--- src/rtl/rca_config_pkg.sv ---
// Shared constants, table layout and FSM encoding for the RCA configuration bank.
package rca_config_pkg;

    localparam int NUM_RCAS        = 3;
    localparam int NUM_READ_PORTS  = 5;
    localparam int NUM_WRITE_PORTS = 2;
    localparam int REG_ADDR_W      = 5;

    typedef struct packed {
        logic [NUM_WRITE_PORTS-1:0][REG_ADDR_W-1:0] dest;
        logic [NUM_READ_PORTS-1:0][REG_ADDR_W-1:0]  src;
    } rca_config_t;

    typedef enum logic [1:0] {
        ST_IDLE = 2'd0,
        ST_WAIT = 2'd1,
        ST_COPY = 2'd2
    } rca_state_e;

    // Select widths never collapse to zero bits, even for a single context.
    function automatic int sel_width(input int n);
        return (n > 1) ? $clog2(n) : 1;
    endfunction

endpackage

--- src/rtl/rca_config_context.sv ---
// One accelerator context: shadow slots with written bits, active slots and active-valid.
// Writes land in shadow one edge after wr_en; copy_en moves shadow to active on its edge.
module rca_config_context
    import rca_config_pkg::*;
#(
    parameter int NUM_READ_PORTS  = rca_config_pkg::NUM_READ_PORTS,
    parameter int NUM_WRITE_PORTS = rca_config_pkg::NUM_WRITE_PORTS,
    parameter int REG_ADDR_W      = rca_config_pkg::REG_ADDR_W,
    parameter int PORT_SEL_W      = 3
) (
    input  logic                                       clk,
    input  logic                                       rst_n,
    input  logic                                       wr_en,
    input  logic                                       wr_dest,
    input  logic [PORT_SEL_W-1:0]                      wr_port,
    input  logic [REG_ADDR_W-1:0]                      wr_addr,
    input  logic                                       copy_en,
    output logic [NUM_READ_PORTS-1:0][REG_ADDR_W-1:0]  act_src,
    output logic [NUM_WRITE_PORTS-1:0][REG_ADDR_W-1:0] act_dest,
    output logic                                       act_vld
);

    logic [NUM_READ_PORTS-1:0][REG_ADDR_W-1:0]  sh_src_q,   sh_src_d;
    logic [NUM_WRITE_PORTS-1:0][REG_ADDR_W-1:0] sh_dest_q,  sh_dest_d;
    logic [NUM_READ_PORTS-1:0]                  src_wr_q,   src_wr_d;
    logic [NUM_WRITE_PORTS-1:0]                 dest_wr_q,  dest_wr_d;
    logic [NUM_READ_PORTS-1:0][REG_ADDR_W-1:0]  act_src_q,  act_src_d;
    logic [NUM_WRITE_PORTS-1:0][REG_ADDR_W-1:0] act_dest_q, act_dest_d;
    logic                                       act_vld_q,  act_vld_d;

    always_comb begin
        sh_src_d   = sh_src_q;
        sh_dest_d  = sh_dest_q;
        src_wr_d   = src_wr_q;
        dest_wr_d  = dest_wr_q;
        act_src_d  = act_src_q;
        act_dest_d = act_dest_q;
        act_vld_d  = act_vld_q;
        if (wr_en) begin
            if (!wr_dest) begin
                for (int i = 0; i < NUM_READ_PORTS; i++) begin
                    if (wr_port == PORT_SEL_W'(i)) begin
                        sh_src_d[i] = wr_addr;
                        src_wr_d[i] = 1'b1;
                    end
                end
            end else begin
                for (int i = 0; i < NUM_WRITE_PORTS; i++) begin
                    if (wr_port == PORT_SEL_W'(i)) begin
                        sh_dest_d[i] = wr_addr;
                        dest_wr_d[i] = 1'b1;
                    end
                end
            end
        end
        // The copy reads the registered shadow, so a write in the same cycle is not included.
        if (copy_en) begin
            act_src_d  = sh_src_q;
            act_dest_d = sh_dest_q;
            act_vld_d  = (&src_wr_q) & (&dest_wr_q);
        end
    end

    always_ff @(posedge clk or negedge rst_n) begin
        if (!rst_n) begin
            sh_src_q   <= '0;
            sh_dest_q  <= '0;
            src_wr_q   <= '0;
            dest_wr_q  <= '0;
            act_src_q  <= '0;
            act_dest_q <= '0;
            act_vld_q  <= 1'b0;
        end else begin
            sh_src_q   <= sh_src_d;
            sh_dest_q  <= sh_dest_d;
            src_wr_q   <= src_wr_d;
            dest_wr_q  <= dest_wr_d;
            act_src_q  <= act_src_d;
            act_dest_q <= act_dest_d;
            act_vld_q  <= act_vld_d;
        end
    end

    assign act_src  = act_src_q;
    assign act_dest = act_dest_q;
    assign act_vld  = act_vld_q;

endmodule

--- src/rtl/rca_config_bank.sv ---
// Shadow/active register-address bank for NUM_RCAS accelerator contexts with deferred commit.
// Commit done two cycles after accept at best; reads are registered; cfg_ready low outside IDLE.
module rca_config_bank
    import rca_config_pkg::*;
#(
    parameter int  NUM_RCAS        = rca_config_pkg::NUM_RCAS,
    parameter int  NUM_READ_PORTS  = rca_config_pkg::NUM_READ_PORTS,
    parameter int  NUM_WRITE_PORTS = rca_config_pkg::NUM_WRITE_PORTS,
    parameter int  REG_ADDR_W      = rca_config_pkg::REG_ADDR_W,
    localparam int RCA_SEL_W       = sel_width(NUM_RCAS),
    localparam int PORT_SEL_W      = sel_width((NUM_READ_PORTS > NUM_WRITE_PORTS) ?
                                               NUM_READ_PORTS : NUM_WRITE_PORTS)
) (
    input  logic                                  clk,
    input  logic                                  rst_n,
    input  logic                                  cfg_valid,
    output logic                                  cfg_ready,
    input  logic [RCA_SEL_W-1:0]                  cfg_rca_sel,
    input  logic                                  cfg_src_dest,
    input  logic [PORT_SEL_W-1:0]                 cfg_port_sel,
    input  logic [REG_ADDR_W-1:0]                 cfg_reg_addr,
    input  logic                                  commit_req,
    input  logic [RCA_SEL_W-1:0]                  commit_rca_sel,
    output logic                                  commit_done,
    input  logic                                  commit_flush,
    input  logic [NUM_RCAS-1:0]                   busy_mask,
    input  logic [RCA_SEL_W-1:0]                  rd_rca_sel,
    output logic [NUM_READ_PORTS*REG_ADDR_W-1:0]  rd_src_addrs,
    output logic [NUM_WRITE_PORTS*REG_ADDR_W-1:0] rd_dest_addrs,
    output logic                                  rd_cfg_valid,
    output logic                                  cfg_err
);

    rca_state_e               state_q, state_d;
    logic [RCA_SEL_W-1:0]     sel_q, sel_d;
    logic                     ready_en_q, ready_en_d;
    logic                     cfg_err_q, cfg_err_d;
    logic                     wr_fire, wr_ok, busy_sel, copy_go;

    logic [NUM_RCAS-1:0][NUM_READ_PORTS-1:0][REG_ADDR_W-1:0]  ctx_src;
    logic [NUM_RCAS-1:0][NUM_WRITE_PORTS-1:0][REG_ADDR_W-1:0] ctx_dest;
    logic [NUM_RCAS-1:0]                                      ctx_vld;

    logic [NUM_READ_PORTS-1:0][REG_ADDR_W-1:0]  rd_src_q,  rd_src_d;
    logic [NUM_WRITE_PORTS-1:0][REG_ADDR_W-1:0] rd_dest_q, rd_dest_d;
    logic                                       rd_vld_q,  rd_vld_d;

    assign wr_fire = cfg_valid & cfg_ready;
    assign wr_ok   = wr_fire
                   && (int'(cfg_rca_sel) < NUM_RCAS)
                   && (int'(cfg_port_sel) < (cfg_src_dest ? NUM_WRITE_PORTS : NUM_READ_PORTS));

    always_comb begin
        cfg_err_d = cfg_err_q | (wr_fire & ~wr_ok);
        busy_sel  = 1'b0;
        for (int i = 0; i < NUM_RCAS; i++) begin
            if (sel_q == RCA_SEL_W'(i)) busy_sel = busy_mask[i];
        end
    end

    // ready_en_q keeps cfg_ready low until the first edge after reset release.
    always_comb begin
        state_d     = state_q;
        sel_d       = sel_q;
        ready_en_d  = 1'b1;
        cfg_ready   = 1'b0;
        commit_done = 1'b0;
        copy_go     = 1'b0;
        case (state_q)
            ST_IDLE: begin
                cfg_ready = ready_en_q;
                if (ready_en_q && commit_req) begin
                    sel_d   = commit_rca_sel;
                    state_d = ST_WAIT;
                end
            end
            ST_WAIT: begin
                if (commit_flush)  state_d = ST_IDLE;
                else if (!busy_sel) state_d = ST_COPY;
            end
            ST_COPY: begin
                // Flush is ignored here; only a re-asserted busy can defer the copy.
                if (!busy_sel) begin
                    copy_go     = 1'b1;
                    commit_done = 1'b1;
                    state_d     = ST_IDLE;
                end
            end
            default: state_d = ST_IDLE;
        endcase
    end

    always_ff @(posedge clk or negedge rst_n) begin
        if (!rst_n) begin
            state_q    <= ST_IDLE;
            sel_q      <= '0;
            ready_en_q <= 1'b0;
            cfg_err_q  <= 1'b0;
        end else begin
            state_q    <= state_d;
            sel_q      <= sel_d;
            ready_en_q <= ready_en_d;
            cfg_err_q  <= cfg_err_d;
        end
    end

    for (genvar g = 0; g < NUM_RCAS; g++) begin : g_ctx
        rca_config_context #(
            .NUM_READ_PORTS  (NUM_READ_PORTS),
            .NUM_WRITE_PORTS (NUM_WRITE_PORTS),
            .REG_ADDR_W      (REG_ADDR_W),
            .PORT_SEL_W      (PORT_SEL_W)
        ) u_ctx (
            .clk      (clk),
            .rst_n    (rst_n),
            .wr_en    (wr_ok && (cfg_rca_sel == RCA_SEL_W'(g))),
            .wr_dest  (cfg_src_dest),
            .wr_port  (cfg_port_sel),
            .wr_addr  (cfg_reg_addr),
            .copy_en  (copy_go && (sel_q == RCA_SEL_W'(g))),
            .act_src  (ctx_src[g]),
            .act_dest (ctx_dest[g]),
            .act_vld  (ctx_vld[g])
        );
    end

    always_comb begin
        rd_src_d  = '0;
        rd_dest_d = '0;
        rd_vld_d  = 1'b0;
        for (int i = 0; i < NUM_RCAS; i++) begin
            if (rd_rca_sel == RCA_SEL_W'(i)) begin
                rd_src_d  = ctx_src[i];
                rd_dest_d = ctx_dest[i];
                rd_vld_d  = ctx_vld[i];
            end
        end
    end

    always_ff @(posedge clk or negedge rst_n) begin
        if (!rst_n) begin
            rd_src_q  <= '0;
            rd_dest_q <= '0;
            rd_vld_q  <= 1'b0;
        end else begin
            rd_src_q  <= rd_src_d;
            rd_dest_q <= rd_dest_d;
            rd_vld_q  <= rd_vld_d;
        end
    end

    assign rd_src_addrs  = rd_src_q;
    assign rd_dest_addrs = rd_dest_q;
    assign rd_cfg_valid  = rd_vld_q;
    assign cfg_err       = cfg_err_q;

endmodule

--- config.mk ---
export PLATFORM = sky130hd
export DESIGN_NAME = rca_config_bank
export DESIGN_NICKNAME = d
export VERILOG_FILES = /design/src/rtl/rca_config_pkg.sv /design/src/rtl/rca_config_context.sv /design/src/rtl/rca_config_bank.sv
export SDC_FILE = /design/constraint.sdc
export NUM_CORES = 1
export LEC_CHECK = 0
export ABC_AREA = 0
export CAP_MARGIN = 30
export CORE_MARGIN = 2
export CORE_UTILIZATION = 35
export DETAILED_ROUTE_END_ITERATION = 10
export PLACE_DENSITY = 0.6
export SYNTH_ARGS = -nofsm -noshare
export SYNTH_HDL_FRONTEND = slang
export SYNTH_SLANG_ARGS = --single-unit
--- constraint.sdc ---
create_clock -name clk -period 4.72 [get_ports clk]
set_input_delay 0.472 -clock clk [delete_from_list [all_inputs] [get_ports clk]]
set_output_delay 0.472 -clock clk [all_outputs]
set_load 0.05 [all_outputs]
==> results of run 1 <==
[metal layers]
layer | GRT usage, % | up-vias
met4 | 3.447 | 0
met1 | 20.46 | 3062
met3 | 3.363 | 36
met2 | 20.86 | 94
met5 | 0 | -
li1 | - | 2689
[logic make-up (layout without fill, tap and decap cells)]
family / count (synthesis) / count (layout) / share of synthesized area [%]
AO/OA/AOI/OAI: 42 / 42 / 2.078
buffers and inverters: 36 / 127 / 1.570
multiplexers: 253 / 253 / 26.37
adder cells (fa/ha/maj): 2 / 2 / 0.2309
AND/OR/NAND/NOR: 115 / 115 / 5.970
other: 1 / 1 / 0.03461
flip-flops: 276 / 276 / 63.74
[metrics by stage]
| step | instances | hold slack (ns) | instance area [um^2] | worst slack (ns) | power (mW) |
|---|---|---|---|---|---|
| 2_1_floorplan | 725 | 0.1764 | 10840 | 2.389 | 2.784 |
| 3_3_place_gp | 1159 | 0.4410 | 11890 | 1.570 | 2.941 |
| 3_5_place_dp | 1162 | 0.4530 | 11940 | 1.550 | 2.954 |
| 4_1_cts | 1212 | 0.06802 | 12840 | 1.873 | 5.110 |
| 5_1_grt | 1212 | 0.1070 | 12840 | 1.823 | 5.259 |
| 6_report | 1212 | 0.01908 | 12840 | 1.905 | 5.039 |
[worst paths after layout]
path,end,from,depth (start not counted),slack (ns)
min in group clk,rd_src_addrs[0],rd_rca_sel[0],4,0.35
max,commit_done,state_q[0],3,1.90
min reg2reg,g_ctx[0].u_ctx.dest_wr_q[1],g_ctx[0].u_ctx.dest_wr_q[1],1,0.46
max reg2reg,g_ctx[0].u_ctx.sh_src_q[17],state_q[0],4,2.40
max in group asynchronous,g_ctx[2].u_ctx.sh_src_q[9],rst_n,2,3.60
min,rd_dest_addrs[2],rst_n,1,0.02
[cell usage after synthesis, drive strengths merged, types with 2 or more instances]
cell,n
buf,16
nor2,20
nand3,4
nand3b,6
nand2b,4
clkbuf,19
nor3b,3
ha,2
or3,3
dfrtp,276
nor2b,3
nand2,40
o21ai,37
a21o,2
nor3,5
nand4,5
or2,18
mux2,215
mux2i,38
[cell type report]
cell class                 instances  share of cell area, %
inverter                           1                0.02923
tap                              396                  3.859
multi-input combinational        413                  29.33
clock buffer                      41                  6.626
sequential                       276                  53.79
timing repair buffer              76                  6.002
clock inverter                     9                 0.3703
[placed cells by master, fill, tap and decap left out, types with 2 or more instances in the layout]
cell                              synthesis  layout
sky130_fd_sc_hd__clkbuf_1                19       4
sky130_fd_sc_hd__buf_8                    0       3
sky130_fd_sc_hd__ha_1                     2       2
sky130_fd_sc_hd__clkbuf_16                0      29
sky130_fd_sc_hd__mux2_1                   3       3
sky130_fd_sc_hd__nand3b_1                 4       4
sky130_fd_sc_hd__nand2_1                 40      40
sky130_fd_sc_hd__nand4_1                  5       5
sky130_fd_sc_hd__clkinv_2                 0       8
sky130_fd_sc_hd__nor3_2                   4       4
sky130_fd_sc_hd__a21o_1                   2       2
sky130_fd_sc_hd__nor2_1                  20      20
sky130_fd_sc_hd__nor3b_1                  3       2
sky130_fd_sc_hd__buf_4                    6      11
sky130_fd_sc_hd__or2_2                   18      18
sky130_fd_sc_hd__o21ai_0                 37      37
sky130_fd_sc_hd__nor2b_1                  3       2
sky130_fd_sc_hd__nand2b_1                 4       4
sky130_fd_sc_hd__nand3_1                  4       4
sky130_fd_sc_hd__clkbuf_8                 0       8
sky130_fd_sc_hd__mux2_2                 197     197
sky130_fd_sc_hd__clkdlybuf4s50_1          0      59
sky130_fd_sc_hd__or3_1                    3       3
sky130_fd_sc_hd__dfrtp_1                276     276
sky130_fd_sc_hd__mux2i_1                 38      38
sky130_fd_sc_hd__mux2_4                  15      15
[sequential cells by signal, summed over array words and instances, names as in the netlist, 2 cells and up]
| name | cells |
|---|---|
| g_ctx.u_ctx.act_dest | 30 |
| g_ctx.u_ctx.act_src | 75 |
| g_ctx.u_ctx.act_vld | 3 |
| g_ctx.u_ctx.dest_wr_q | 6 |
| g_ctx.u_ctx.sh_dest_q | 30 |
| g_ctx.u_ctx.sh_src_q | 75 |
| g_ctx.u_ctx.src_wr_q | 15 |
| rd_dest_addrs | 10 |
| rd_src_addrs | 25 |
| sel_q | 2 |
| state_q | 2 |
[worst reg2reg max path, stage by stage, from the launching register on]
cell and delay [ns]:
sky130_fd_sc_hd__dfrtp_1 0.40, sky130_fd_sc_hd__and4bb_2 0.38, sky130_fd_sc_hd__nand4_1 0.32, sky130_fd_sc_hd__nor2_1 0.70, sky130_fd_sc_hd__mux2_2 0.41
[power by group]
group	internal [mW]	switching, mW
Combinational	0.160	0.204
Sequential	2.48	0.0626
Clock	1.24	0.894
==> metrics.txt, run 1 <==
# TYPE chip_impl_metric gauge
chip_impl_metric{name="detail_route.iter0.violations",unit=""} 318
chip_impl_metric{name="core-area",unit="mm^2"} 0.03051
chip_impl_metric{name="ctsResizeCount",unit=""} 0
chip_impl_metric{name="timing.final.hold_violations",unit=""} 0
chip_impl_metric{name="async_sr_flop_fraction",unit="%"} 100.0
chip_impl_metric{name="clkTransAtPathRegs",unit="ns"} 0.06
chip_impl_metric{name="path_buf_inv",unit=""} 1
chip_impl_metric{name="grt_first_pass_wirelength",unit="mm"} 36.02
chip_impl_metric{name="gr-total-overflow",unit=""} 0
chip_impl_info{name="cts_tree",value="done"} 1
chip_impl_info{name="grt_setup_unrepaired",value="no"} 1
chip_impl_metric{name="timing.critical_path.slowest_cell_delay",unit="ns"} 0.84
chip_impl_metric{name="dieHeight",unit="um"} 180.0
chip_impl_metric{name="fp.dieArea",unit="mm^2"} 0.03238
chip_impl_info{name="setup.worst_path.class",value="flop to output port"} 1
chip_impl_metric{name="drt.antenna.violating_nets",unit=""} 0
chip_impl_metric{name="finalCritPeriodShare",unit="%"} 59.65
chip_impl_metric{name="drc_errors",unit=""} 0
chip_impl_metric{name="postSynthNetCount",unit=""} 750
chip_impl_metric{name="drt_wl_total",unit="mm"} 22.15
chip_impl_metric{name="antenna_found_initial",unit=""} 0
chip_impl_metric{name="finish.net_count",unit=""} 822
chip_impl_metric{name="worst_path_fanout_max",unit=""} 5
chip_impl_metric{name="nFillCells",unit=""} 2802
chip_impl_info{name="startpoint_type",value="flop"} 1
chip_impl_metric{name="synthDominantCellAreaShare",unit="%"} 63.74
chip_impl_info{name="run_status",value="completed"} 1
chip_impl_metric{name="post-dp-hpwl",unit="mm"} 13.35
chip_impl_metric{name="yosys.cell_types.count",unit=""} 34
chip_impl_metric{name="post_cts.repair.setup_buffers",unit=""} 0
chip_impl_metric{name="ys_ff_latch",unit=""} 276
chip_impl_metric{name="first_global_vias",unit=""} 6189
chip_impl_metric{name="vdd_ir_drop_max",unit="mV"} 0.2192
chip_impl_metric{name="finalSetupViolations",unit=""} 0
chip_impl_metric{name="clock_tree.htree_level_count",unit=""} 1
chip_impl_metric{name="yosysWarnings",unit=""} 0
chip_impl_metric{name="number_of_port_buffers",unit=""} 61
chip_impl_metric{name="top_level_ports",unit=""} 62
chip_impl_metric{name="cellPowerDensity",unit="mW/mm^2"} 392.4
chip_impl_metric{name="clock_tree.buffer_depth",unit=""} 3
chip_impl_info{name="top_signal_layer_used",value="met4"} 1
chip_impl_info{name="cp_top_family",value="buffers and inverters"} 1
chip_impl_info{name="timing.critical_path.slowest_stage_cell",value="sky130_fd_sc_hd__clkdlybuf4s50_1"} 1
chip_impl_metric{name="clock_skew",unit="ns"} 0.006672
chip_impl_metric{name="insertion_delay_to_the_later_sink_of_the_worst_skew_pair",unit="ns"} 0.53
chip_impl_metric{name="mappedNetlistArea",unit="mm^2"} 0.01084
chip_impl_metric{name="wirelength_met1",unit="mm"} 10.86
chip_impl_metric{name="grt_start_max_net_pins",unit=""} 122
chip_impl_metric{name="clock.fmax",unit="MHz"} 355.2
chip_impl_metric{name="met2_length",unit="mm"} 9.749
chip_impl_metric{name="maxCapViolations",unit=""} 0
chip_impl_metric{name="timing_worst_slew_pin_value",unit="ns"} 0.9448
chip_impl_info{name="post-synth-top-area-cell",value="sky130_fd_sc_hd__dfrtp_1"} 1
chip_impl_metric{name="required_time_worst_endpoint",unit="ns"} 4.25
chip_impl_metric{name="drive_above_1_share",unit="%"} 37.50
chip_impl_info{name="cell_by_cell_trace_of_the_critical_path",value="nand2b_1 -> a211oi_1 -> clkdlybuf4s50_1"} 1
chip_impl_metric{name="avgViaCountPerCell",unit=""} 4.852
chip_impl_metric{name="num_rows",unit=""} 64
chip_impl_metric{name="avgSynthCellArea",unit="um^2"} 14.95
chip_impl_metric{name="cts_inserted_buffers",unit=""} 29
chip_impl_info{name="yosys_most_used_dff",value="sky130_fd_sc_hd__dfrtp_1"} 1
chip_impl_metric{name="drv_slew",unit=""} 0
chip_impl_metric{name="seq_area_frac_synth",unit="%"} 63.74
chip_impl_metric{name="arrival",unit="ns"} 2.34
chip_impl_metric{name="numClockSinks",unit=""} 276
chip_impl_metric{name="synth-edff-count",unit=""} 0
chip_impl_info{name="endpoint_kind",value="output port"} 1
chip_impl_metric{name="wl_met3",unit="mm"} 1.113
chip_impl_metric{name="antennaDiodeCount",unit=""} 0
chip_impl_metric{name="detail_route.first_pass.iterations",unit=""} 5
chip_impl_metric{name="final_core_utilization",unit="%"} 42.09
chip_impl_metric{name="multi_input_area",unit="mm^2"} 0.003766
chip_impl_metric{name="drt-wirelength-per-cell",unit="um"} 18.28
chip_impl_metric{name="relative_max_transition_margin",unit="%"} 37.01
chip_impl_metric{name="vias",unit=""} 5881
chip_impl_metric{name="global_route.usage.total",unit="%"} 13.96
chip_impl_metric{name="gp_routability_congestion",unit=""} 0.7501
chip_impl_info{name="worst_hold_path_type",value="input port to async pin"} 1
chip_impl_metric{name="netlist_instances",unit=""} 725
chip_impl_metric{name="cts-hold-fix-buffers",unit=""} 0
chip_impl_metric{name="effective_utilization_at_floorplan",unit="%"} 35.52
chip_impl_info{name="clk_root_buffer_cell",value="sky130_fd_sc_hd__clkbuf_16"} 1
chip_impl_metric{name="period_needed",unit="ns"} 2.815
chip_impl_metric{name="timing.setup.tns",unit="ns"} 0
chip_impl_metric{name="die_width",unit="um"} 180.0
chip_impl_info{name="top_cells_by_area_in_the_synthesized_netlist",value="sky130_fd_sc_hd__dfrtp_1 (64%), sky130_fd_sc_hd__mux2_2 (20%), sky130_fd_sc_hd__mux2i_1 (3.5%)"} 1
chip_impl_metric{name="synthToLayoutAreaGrowth",unit="%"} 18.51
chip_impl_metric{name="regArea",unit="mm^2"} 0.006907
chip_impl_metric{name="cellLeakagePower",unit="nW"} 6.287
Note: power is estimated with default switching activity, not from simulation.
==> run 2: changes to the inputs <==
- clock period: 4.72 -> 2.7 ns (I/O delays scaled with it)
==> run 2 against run 1 <==
- cell count increased by 1.5%
- die area did not move
- setup slack got worse by 1.6 ns
- count of clock-buffer cells in the layout did not move
- total power rose by 74%
- via count grew 0.51%
- register-to-register slack worse by 1.7 ns
- critical path type unchanged
- largest power group unchanged
==> metrics.txt, run 2 (synthesis results as in run 1) <==
# TYPE chip_impl_metric gauge
chip_impl_info{name="worst_hold_path_type",value="input port to async pin"} 1
chip_impl_metric{name="drive_above_1_share",unit="%"} 38.37
chip_impl_info{name="timing.critical_path.slowest_stage_cell",value="sky130_fd_sc_hd__clkdlybuf4s50_1"} 1
chip_impl_metric{name="first_global_vias",unit=""} 6254
chip_impl_metric{name="maxCapViolations",unit=""} 0
chip_impl_metric{name="cellLeakagePower",unit="nW"} 6.409
chip_impl_metric{name="antennaDiodeCount",unit=""} 0
chip_impl_metric{name="clock_tree.buffer_depth",unit=""} 3
chip_impl_info{name="cp_top_family",value="buffers and inverters"} 1
chip_impl_metric{name="placedInstanceArea",unit="mm^2"} 0.01213
chip_impl_metric{name="num_rows",unit=""} 64
chip_impl_metric{name="gr-total-overflow",unit=""} 0
chip_impl_metric{name="detail_route.first_pass.iterations",unit=""} 4
chip_impl_metric{name="drv_slew",unit=""} 0
chip_impl_metric{name="timing.setup.tns",unit="ns"} 0
chip_impl_metric{name="detail_route.iter0.violations",unit=""} 342
chip_impl_metric{name="number_of_port_buffers",unit=""} 61
chip_impl_info{name="layout.cells.most_common",value="sky130_fd_sc_hd__dfrtp_1"} 1
chip_impl_metric{name="antenna_found_initial",unit=""} 0
chip_impl_metric{name="fp.dieArea",unit="mm^2"} 0.03238
chip_impl_info{name="endpoint_kind",value="output port"} 1
chip_impl_metric{name="drt.antenna.violating_nets",unit=""} 0
chip_impl_metric{name="finish.net_count",unit=""} 843
chip_impl_metric{name="finalCritPeriodShare",unit="%"} 87.56
chip_impl_metric{name="dp_worst_setup_slack",unit="ns"} 0.2095
chip_impl_metric{name="timing_worst_slew_pin_value",unit="ns"} 0.9192
chip_impl_info{name="timing.rr.end",value="g_ctx[2].u_ctx.sh_src_q[24]"} 1
chip_impl_info{name="clk_root_buffer_cell",value="sky130_fd_sc_hd__clkbuf_16"} 1
chip_impl_metric{name="grt_start_max_net_pins",unit=""} 89
chip_impl_metric{name="post_route_insts_no_fill",unit=""} 1230
chip_impl_metric{name="period_needed",unit="ns"} 2.364
chip_impl_metric{name="grt_first_pass_wirelength",unit="mm"} 36.01
chip_impl_info{name="mostFrequentLayoutCells",value="sky130_fd_sc_hd__dfrtp_1 (276), sky130_fd_sc_hd__mux2_2 (197), sky130_fd_sc_hd__clkdlybuf4s50_1 (58), sky130_fd_sc_hd__nand2_1 (40), sky130_fd_sc_hd__mux2i_1 (38)"} 1
chip_impl_metric{name="drc_errors",unit=""} 0
chip_impl_metric{name="worst_case_setup_margin_in_the_final_layout",unit="ns"} 0.3358
chip_impl_metric{name="drt_wl_total",unit="mm"} 22.30
chip_impl_metric{name="arrival",unit="ns"} 2.09
chip_impl_metric{name="cts_inserted_buffers",unit=""} 29
chip_impl_metric{name="effective_utilization_at_floorplan",unit="%"} 35.52
chip_impl_metric{name="clock_tree.htree_level_count",unit=""} 1
chip_impl_metric{name="global_route.usage.total",unit="%"} 13.98
chip_impl_metric{name="clock_skew",unit="ns"} 0.006424
chip_impl_metric{name="timing.critical_path.slowest_cell_delay",unit="ns"} 0.87
chip_impl_metric{name="post_cts.repair.setup_buffers",unit=""} 0
chip_impl_metric{name="clock.fmax",unit="MHz"} 423.0
chip_impl_info{name="cell_by_cell_trace_of_the_critical_path",value="nor3b_1 -> clkdlybuf4s50_1"} 1
chip_impl_metric{name="die_width",unit="um"} 180.0
chip_impl_info{name="run_status",value="completed"} 1
chip_impl_info{name="grt_setup_unrepaired",value="no"} 1
chip_impl_info{name="startpoint_type",value="flop"} 1
chip_impl_info{name="worstReg2RegStart",value="state_q[0]"} 1
chip_impl_metric{name="cellPowerDensity",unit="mW/mm^2"} 674.0
chip_impl_metric{name="relative_max_transition_margin",unit="%"} 38.53
chip_impl_metric{name="clkTransAtPathRegs",unit="ns"} 0.06
chip_impl_metric{name="insertion_delay_to_the_later_sink_of_the_worst_skew_pair",unit="ns"} 0.53
chip_impl_metric{name="dieHeight",unit="um"} 180.0
chip_impl_metric{name="worst_path_fanout_max",unit=""} 4
chip_impl_info{name="setup.worst_path.class",value="flop to output port"} 1
chip_impl_metric{name="post-dp-hpwl",unit="mm"} 13.20
chip_impl_metric{name="timing.reg2reg.worst_path_depth",unit=""} 4
chip_impl_metric{name="numClockSinks",unit=""} 276
chip_impl_metric{name="top_level_ports",unit=""} 62
chip_impl_info{name="cts_tree",value="done"} 1
chip_impl_metric{name="reg2reg_slack",unit="ns"} 0.72
chip_impl_metric{name="finalSetupViolations",unit=""} 0
chip_impl_metric{name="path_buf_inv",unit=""} 1
chip_impl_metric{name="finalHoldWorstSlack",unit="ns"} 0.2282
chip_impl_metric{name="drt-wirelength-per-cell",unit="um"} 18.13
chip_impl_metric{name="synthToLayoutAreaGrowth",unit="%"} 20.17
chip_impl_metric{name="vias",unit=""} 5911
chip_impl_metric{name="layout.cell_area.non_filler",unit="mm^2"} 0.01302
chip_impl_metric{name="core-area",unit="mm^2"} 0.03051
chip_impl_metric{name="avgViaCountPerCell",unit=""} 4.806
chip_impl_metric{name="gp_routability_congestion",unit=""} 0.7510
chip_impl_metric{name="timing.final.hold_violations",unit=""} 0
chip_impl_metric{name="required_time_worst_endpoint",unit="ns"} 2.43
chip_impl_metric{name="placed_cells_incl_taps",unit=""} 1182
chip_impl_metric{name="vdd_ir_drop_max",unit="mV"} 0.4326
[run 2: cell type report]
cell class | instances | area [um^2]
multi-input cells | 413 | 3766
well taps | 396 | 495.5
clock buffers | 41 | 820.8
repair buffers | 97 | 973.4
clock inverters | 6 | 55.05
fillers | 2769 | 17490
inverters | 1 | 3.754
flip-flops and latches | 276 | 6907
[run 2: what timing repair did]
item                                    4_1_cts  5_1_grt
endpoints found under the hold margin        38        0
endpoints found under the setup margin        0        1
hold buffers                                  1        0
gates resized for setup                       0        1
[run 2: how the worst max path moves through the flow]
| stage | from | slack [ns] | to | depth (start not counted) |
|---|---|---|---|---|
| after floorplan | state_q[1] | 0.41 | sel_q[0] | 3 |
| after global placement | cfg_src_dest | 0.24 | g_ctx[2].u_ctx.sh_src_q[24] | 7 |
| after detailed placement | cfg_src_dest | 0.21 | g_ctx[2].u_ctx.sh_src_q[21] | 7 |
| after CTS | state_q[0] | 0.04 | commit_done | 3 |
| after global routing | state_q[1] | 0.23 | cfg_ready | 2 |
| final | state_q[1] | 0.34 | cfg_ready | 2 |
[run 2: routing by layer]
layer | track usage (%) | wire length (um) | vias up
met3 | 2.168 | 752 | 32
met5 | 0 | 0 | -
met1 | 20.74 | 11150 | 3057
li1 | - | - | 2733
met4 | 2.959 | 399 | 0
met2 | 21.73 | 10000 | 89
[run 2: stage by stage]
stage                     utilization, %  power, mW
after floorplan                        -      4.867
after global placement             39.77      5.153
after detailed placement           39.77      5.167
after CTS                          42.67      8.903
after global routing               42.68      9.165
final                              42.68      8.776
[run 2: report_power, final]
group,internal (mW),switching [mW]
clock,2.18,1.52
sequential,4.33,0.107
combinational,0.286,0.357
==> run 3: changes to the inputs <==
- SKIP_LAST_GASP: not set -> 1
==> results of run 3 <==
Final layout, timing and power as in run 2 (identical DEF).
